--- src/rtl/regfile_dump.sv ---
// Sequential regfile read-out engine: walks a wrapping register range via one async read port
// and streams (index, value) beats over valid/ready. Optional checksum beat: REGFILE_DUMP_CHECKSUM_EN.
module regfile_dump #(
  parameter int unsigned DATA_W = 64,
  parameter int unsigned ADDR_W = 5
) (
  input  logic              clk,
  input  logic              reset_n,
  input  logic              start,
  input  logic [ADDR_W-1:0] first_reg,
  input  logic [ADDR_W-1:0] last_reg,
  input  logic              abort,
  output logic [ADDR_W-1:0] ra,
  input  logic [DATA_W-1:0] rd,
  output logic [DATA_W-1:0] dout,
  output logic [ADDR_W-1:0] dout_idx,
  output logic              dout_last,
  output logic              dout_valid,
  input  logic              dout_ready,
  output logic              busy,
  output logic              done
);

`ifdef REGFILE_DUMP_CHECKSUM_EN
  typedef enum logic [2:0] {S_IDLE, S_READ, S_SEND, S_CSUM, S_DONE} state_e;
`else
  typedef enum logic [2:0] {S_IDLE, S_READ, S_SEND, S_DONE} state_e;
`endif

  state_e              state_q, state_d;
  logic [ADDR_W-1:0]   ra_q, ra_d;
  logic [ADDR_W-1:0]   last_q, last_d;
  logic [DATA_W-1:0]   dout_q, dout_d;
  logic [ADDR_W-1:0]   idx_q, idx_d;
  logic                dlast_q, dlast_d;
  logic                valid_q, valid_d;
  logic                busy_q, busy_d;
  logic                done_q, done_d;
  logic                hshake_c;
`ifdef REGFILE_DUMP_CHECKSUM_EN
  logic [DATA_W-1:0]   csum_q, csum_d;
`endif

  assign hshake_c = valid_q && dout_ready;

  // State and beat registers
  always_ff @(posedge clk or negedge reset_n) begin
    if (!reset_n) begin
      state_q <= S_IDLE;
      ra_q    <= '0;
      last_q  <= '0;
      dout_q  <= '0;
      idx_q   <= '0;
      dlast_q <= 1'b0;
      valid_q <= 1'b0;
      busy_q  <= 1'b0;
      done_q  <= 1'b0;
`ifdef REGFILE_DUMP_CHECKSUM_EN
      csum_q  <= '0;
`endif
    end else begin
      state_q <= state_d;
      ra_q    <= ra_d;
      last_q  <= last_d;
      dout_q  <= dout_d;
      idx_q   <= idx_d;
      dlast_q <= dlast_d;
      valid_q <= valid_d;
      busy_q  <= busy_d;
      done_q  <= done_d;
`ifdef REGFILE_DUMP_CHECKSUM_EN
      csum_q  <= csum_d;
`endif
    end
  end

  // Next-state and next-output logic
  always_comb begin
    state_d = state_q;
    ra_d    = ra_q;
    last_d  = last_q;
    dout_d  = dout_q;
    idx_d   = idx_q;
    dlast_d = dlast_q;
    valid_d = valid_q;
`ifdef REGFILE_DUMP_CHECKSUM_EN
    csum_d  = csum_q;
`endif

    case (state_q)
      S_IDLE: begin
        if (start) begin
          state_d = S_READ;
          ra_d    = first_reg;
          last_d  = last_reg;
`ifdef REGFILE_DUMP_CHECKSUM_EN
          csum_d  = '0;
`endif
        end
      end
      S_READ: begin
        dout_d  = rd;
        idx_d   = ra_q;
        valid_d = 1'b1;
        state_d = S_SEND;
`ifdef REGFILE_DUMP_CHECKSUM_EN
        dlast_d = 1'b0;
        csum_d  = csum_q + rd;
`else
        dlast_d = (ra_q == last_q);
`endif
      end
      S_SEND: begin
        if (hshake_c) begin
          valid_d = 1'b0;
          dlast_d = 1'b0;
          if (ra_q != last_q) begin
            ra_d    = ra_q + ADDR_W'(1);
            state_d = S_READ;
          end else begin
`ifdef REGFILE_DUMP_CHECKSUM_EN
            state_d = S_CSUM;
`else
            state_d = S_DONE;
`endif
          end
        end
      end
`ifdef REGFILE_DUMP_CHECKSUM_EN
      // First cycle loads the checksum beat, then hold until accepted
      S_CSUM: begin
        if (!valid_q) begin
          dout_d  = csum_q;
          idx_d   = '0;
          dlast_d = 1'b1;
          valid_d = 1'b1;
        end else if (hshake_c) begin
          valid_d = 1'b0;
          dlast_d = 1'b0;
          state_d = S_DONE;
        end
      end
`endif
      S_DONE: begin
        state_d = S_IDLE;
      end
      default: begin
        state_d = S_IDLE;
        valid_d = 1'b0;
        dlast_d = 1'b0;
      end
    endcase

    // Abort overrides everything, including a same-cycle handshake
    if (abort && (state_q != S_IDLE)) begin
      state_d = S_IDLE;
      valid_d = 1'b0;
      dlast_d = 1'b0;
    end

    busy_d = (state_d != S_IDLE);
    done_d = (state_d == S_DONE);
  end

  assign ra         = ra_q;
  assign dout       = dout_q;
  assign dout_idx   = idx_q;
  assign dout_last  = dlast_q;
  assign dout_valid = valid_q;
  assign busy       = busy_q;
  assign done       = done_q;

endmodule

--- config.mk ---
export PLATFORM = sky130hd
export DESIGN_NAME = regfile_dump
export DESIGN_NICKNAME = d
export VERILOG_FILES = /design/src/rtl/regfile_dump.sv
export SDC_FILE = /design/constraint.sdc
export NUM_CORES = 1
export LEC_CHECK = 0
export ABC_AREA = 1
export ABC_CLOCK_PERIOD_IN_PS = 1800
export CAP_MARGIN = 40
export CORE_MARGIN = 8
export CORE_UTILIZATION = 42
export DETAILED_ROUTE_END_ITERATION = 10
export PLACE_DENSITY = 0.79
export SLEW_MARGIN = 30
export SYNTH_ARGS = -nofsm -noshare
export SYNTH_HDL_FRONTEND = slang
export SYNTH_SLANG_ARGS = --single-unit
export TNS_END_PERCENT = 50
--- constraint.sdc ---
create_clock -name clk -period 1.8 [get_ports clk]
set_clock_uncertainty 0.1 [all_clocks]
set_input_delay 0.18 -clock clk [delete_from_list [all_inputs] [get_ports clk]]
set_output_delay 0.18 -clock clk [all_outputs]
set_load 0.03 [all_outputs]
**After elaboration in Yosys (flattened, before gate mapping)**

Cells that the tools add are included.

- Output and inout port bits: 78
- Flip-flop bits (word level): 86
- Word-level logic and storage cells: 45
- Bits of input ports: 79

- Add/subtract/negate cells: 1
- Equality and inequality tests: 11
- Multiplexer cells: 14
- Reduce and logical (&&, ||, !) cells: 10

Operator list:

| kind | number |
|---|---|
| 5-bit two-way mux | 3 |
| 5-bit case mux with 2 select lines | 1 |
| 3-bit by 2-bit equality test with 1-bit output (second input constant) | 3 |
| 3-bit two-way mux | 3 |
| 3-bit case mux with 3 select lines | 1 |
| 2-bit != test (second input constant) | 3 |
| 1-bit case mux with 3 select lines | 2 |
| 3-bit nonzero test | 2 |
| 5-bit by 1-bit adder with 5-bit output (second input constant) | 1 |
| 5-bit equality test | 1 |
| 5-bit != test | 1 |
| 2-bit AND reduction | 2 |
| 4-bit AND reduction | 1 |
| 3-bit by 1-bit equality test with 1-bit output (second input constant) | 1 |
| 3-bit logical NOT | 1 |
| 1-bit two-way mux | 3 |
| 3-bit != test (second input constant) | 1 |
| 1-bit logical AND | 2 |
| 2-bit two-way mux | 1 |
| 2-bit by 1-bit != test with 1-bit output (second input constant) | 1 |
| 2-bit nonzero test | 1 |
| 2-bit OR reduction | 1 |

**Longest topological paths before layout**

- Depth after elaboration: 6
- Gate-level depth with buffers: 10
- Gate-level depth less buffers: 10

**Worst setup path after synthesis**

Ideal clock, no wire load.

- Kind: flip-flop to flip-flop
- Start point: reg ra_q[0], in the netlist ra[0]
- End point: reg ra_q[4], in the netlist ra[4]
- Data required time: 1.635 ns
- Buffers on the path: 0
- Slack: 0.299 ns
- Stages on the path, launching flop included: 7
- Data arrival time: 1.336 ns
- Setup time: 0.065 ns
- Clock period less this slack: 1.501 ns
- Path through: dfrtp_1 ha_1 nand3_1 xor2_1 o21ai_0 nand3_1 nand2_1

- Cells in the longest elaborated chain, start to end: 4
- Elaborated cells on any way between the ends: 7
- Those cells by class: 1 x add/sub; 2 x eq/ne; 3 x mux; 1 x reduce/logical

Ends and longest elaborated chain:

| item | line | source |
|---|---|---|
| start: declaration | 31 | `logic [ADDR_W-1:0] ra_q, ra_d;` |
| start signal: assignment | 63 | `ra_q <= ra_d;` |
| 5-bit by 1-bit adder with 5-bit output | 118 | `ra_d = ra_q + ADDR_W'(1);` |
| 5-bit two-way mux | 117 | `if (ra_q != last_q) begin` |
| 5-bit two-way mux | 114 | `if (hshake_c) begin` |
| 5-bit case mux with 2 select lines | 90 | `case (state_q)` |

Parallel ways exist; a longest one is shown, timed or not. The select of a mux whose other input is x is not followed.
A chain may end at the register's enable or synchronous reset.

**Worst setup path in the final report**

- Start point: reg idx_q[0], in the netlist dout_idx[0]
- End point: out dout_idx[0]

RTL lines:

| item | line | source |
|---|---|---|
| start: declaration | 34 | `logic [ADDR_W-1:0] idx_q, idx_d;` |
| start signal: assignment | 66 | `idx_q <= idx_d;` |
| end: declaration | 16 | `output logic [ADDR_W-1:0] dout_idx,` |

No word-level cell between the ends.

==> results.json <==
{
  "syn_area_um2": 3480,
  "yosys_warnings": 0,
  "grt-ovfl-total": 0,
  "crit_start": "dout_idx[0]$_DFFE_PN0P_",
  "core_area_um2": 8130,
  "tightest_slew_ps": 537,
  "num_vias": 3100,
  "timing.final.crit_share": 0.944,
  "rows": 33,
  "worstPathArrival_ps": 1420,
  "place.gp.congestion": 0.860,
  "r2r_cells": 8,
  "crit_cells": 1,
  "setup_violations": 0,
  "fp.dieW_um": 107,
  "crit_end": "dout_idx[0]",
  "boundaryPins": 157,
  "slowest_stage": "clkdlybuf4s50_1",
  "clkLatencyLatePin_ps": 340,
  "preCtsSetupSlack_ps": 182,
  "r2r_slack_ps": 250,
  "relSlewSlack": 0.642,
  "numPortBuffers": 156,
  "crit_required_ps": 1520,
  "die_area_um2": 11400,
  "layout_setup_ws_ps": 101,
  "fillers": 679,
  "cellLeakagePower_nw": 2.66,
  "path_cells": "clkdlybuf4s50_1",
  "grt_first_pass_wirelength_um": 16300,
  "n_antenna_cell": 0,
  "synthCells": 402,
  "grt_pass1_vias": 3271,
  "slew_violations": 0,
  "switching_share": 0.380,
  "synth_cell_types": 24,
  "maxCapViolCount": 0,
  "drtIter0Drc": 130,
  "hold_viol_final": 0,
  "critPathMaxStageDelay_ps": 720,
  "detail-route-antenna-nets": 0,
  "viasPerCell": 4.63,
  "critical_path_buf_inv_count": 1,
  "ys_seq_area_frac": 0.619,
  "path_max_fanout": 2,
  "cts.sinks": 86,
  "drt-pass1-iter-count": 4,
  "p_seq_frac": 0.388,
  "grt_antenna_before_repair": 0,
  "syn2layout_area_growth_pct": 54.4,
  "clk_path_buf_depth": 2,
  "post_drt_wl_per_cell_um": 14.8,
  "mostFrequentLayoutCell": "nand2_1",
  "finish.net_count": 639,
  "ys_seq_elements": 86,
  "power_frac_clock": 0.195,
  "die_y_um": 107,
  "clock.fmax_mhz": 589,
  "syn-num-nets": 482,
  "path_class": "flop to output port",
  "crit_family": "buffers and inverters",
  "net-switching-power_mw": 2.71,
  "initial_core_util": 0.427,
  "rsz0062_at_grt": "false",
  "powerDensity_nw_per_um2": 1330,
  "status": "finished clean",
  "worst_setup_path_end_kind": "output port",
  "wirelength_um": 9910,
  "ir_drop_mv": 0.643,
  "period_minus_slack_ps": 1700,
  "grt_usage": 0.177,
  "finalSetupTns_ps": 0,
  "timing.rr.end": "busy$_DFF_PN0_",
  "syn_area_per_cell_um2": 8.65,
  "drive_gt1_frac": 0.0567,
  "grt_max_degree": 87,
  "htreeDepth": 3,
  "path_clk_slew_ps": 90,
  "cts_tree": "done",
  "hpwl_um": 7320,
  "post-route-drc-count": 0,
  "min_path_type": "input port to flop",
  "r2r-start": "state_q[0]$_DFF_PN0_",
  "critPathLaunchType": "flop",
  "intPower_mw": 4.41,
  "comb_power_share": 0.417,
  "cts-root-buf": "clkbuf_8",
  "layout_common_cells": "nand2_1 (235), clkdlybuf4s50_1 (150), dfrtp_1 (86)",
  "cts_made_buffers": 9
}
-- registers in the layout (all words and copies together), names as in the netlist --
name / cells
dout: 64
dout_idx: 5
last_q: 5
ra: 5
state_q: 3
busy: 1
done: 1
dout_last: 1
dout_valid: 1
-- repair_timing --
action | CTS | global route
cloned | 0 | 0
resized for setup | 5 | 1
buffers inserted | 0 | 0
hold buffers | 1 | 0
hold endpoints to repair | 86 | 0
endpoints found under the setup margin | 5 | 1
-- cell families (layout without fill, tap and decap cells) --
family	Yosys count	count (layout)	share of synthesized area
AOI/OAI and AO/OA	16	16	0.0245
xor gates and xnor gates	4	4	0.0101
adders and majority gates	1	1	0.00360
buffers and inverters	31	193	0.0392
DFF	86	86	0.619
muxes	1	1	0.00324
other	1	1	0.00108
and+or+nand+nor	262	262	0.299
-- power by group through the flow --
stage | Sequential, mW | Clock, mW | Combinational, mW
6_report | 2.76 | 1.39 | 2.97
5_1_grt | 2.83 | 1.54 | 3.21
4_1_cts | 2.77 | 1.44 | 3.02
3_5_place_dp | 2.80 | 0 | 3.03
3_3_place_gp | 2.77 | 0 | 2.97
2_1_floorplan | 3.78 | 0 | 0.567
-- metal layers --
layer | wire length [µm] | part of all wire | vias to the layer above | track usage
met1 | 4050 | 0.41 | 1422 | 0.214
met5 | 0 | 0 | - | 0
met3 | 911 | 0.092 | 22 | 0.0612
met2 | 4680 | 0.47 | 123 | 0.284
met4 | 267 | 0.027 | 0 | 0.0724
li1 | - | - | 1533 | -
-- worst register-to-register path, delay by kind of cell (launching register included) --
kind                   cells  cell delay (ps)
DFF                        1              420
buffers and inverters      1              130
AOI/OAI and AO/OA          1              120
and+or+nand+nor            6              730
-- stage by stage --
| step | hold WS, ps | area (µm²) | util | power [mW] | instances |
|---|---|---|---|---|---|
| 2_1_floorplan | -216 | 3480 | - | 4.35 | 402 |
| 3_3_place_gp | 148 | 5150 | 0.634 | 5.75 | 652 |
| 5_1_grt | 249 | 5370 | 0.660 | 7.57 | 669 |
| 4_1_cts | 243 | 5370 | 0.660 | 7.22 | 669 |
| 3_5_place_dp | 151 | 5150 | 0.634 | 5.82 | 652 |
| 6_report | 263 | 5370 | 0.660 | 7.13 | 669 |
-- cell usage after synthesis, drive strengths merged --
| master | count | area (µm²) |
|---|---|---|
| and2 | 1 | 6.26 |
| ha | 1 | 12.5 |
| conb | 1 | 3.75 |
| xnor2 | 2 | 17.5 |
| o21ai | 10 | 50.1 |
| clkbuf | 8 | 30.0 |
| o31ai | 1 | 7.51 |
| nand3 | 14 | 80.1 |
| inv | 14 | 52.6 |
| buf | 9 | 53.8 |
| o21bai | 1 | 7.51 |
| a21oi | 4 | 20.0 |
| nor2 | 7 | 28.8 |
| xor2 | 2 | 17.5 |
| dfrtp | 86 | 2150 |
| mux2 | 1 | 11.3 |
| nand2 | 240 | 926 |
-- worst min path at each step --
stage	from	to	cells after the start
final	rd[47]	dout[47]$_DFFE_PN0P_	3
after global placement	reset_n	dout[56]$_DFFE_PN0P_	2
after floorplan	reset_n	busy$_DFF_PN0_	0
after global routing	rd[53]	dout[53]$_DFFE_PN0P_	3
after CTS	rd[46]	dout[46]$_DFFE_PN0P_	3
after detailed placement	reset_n	dout[56]$_DFFE_PN0P_	2
-- area by class of cell --
type / count / area, µm² / area share
flip-flops and latches: 86 / 2150 / 0.401
repair buffers: 163 / 1630 / 0.304
multi-input cells: 285 / 1190 / 0.222
clock buffers: 12 / 155 / 0.0289
well taps: 105 / 131 / 0.0245
clock inverters: 4 / 55.1 / 0.0103
inverters: 14 / 52.6 / 0.00979
Power figures use the tool's default switching activity.
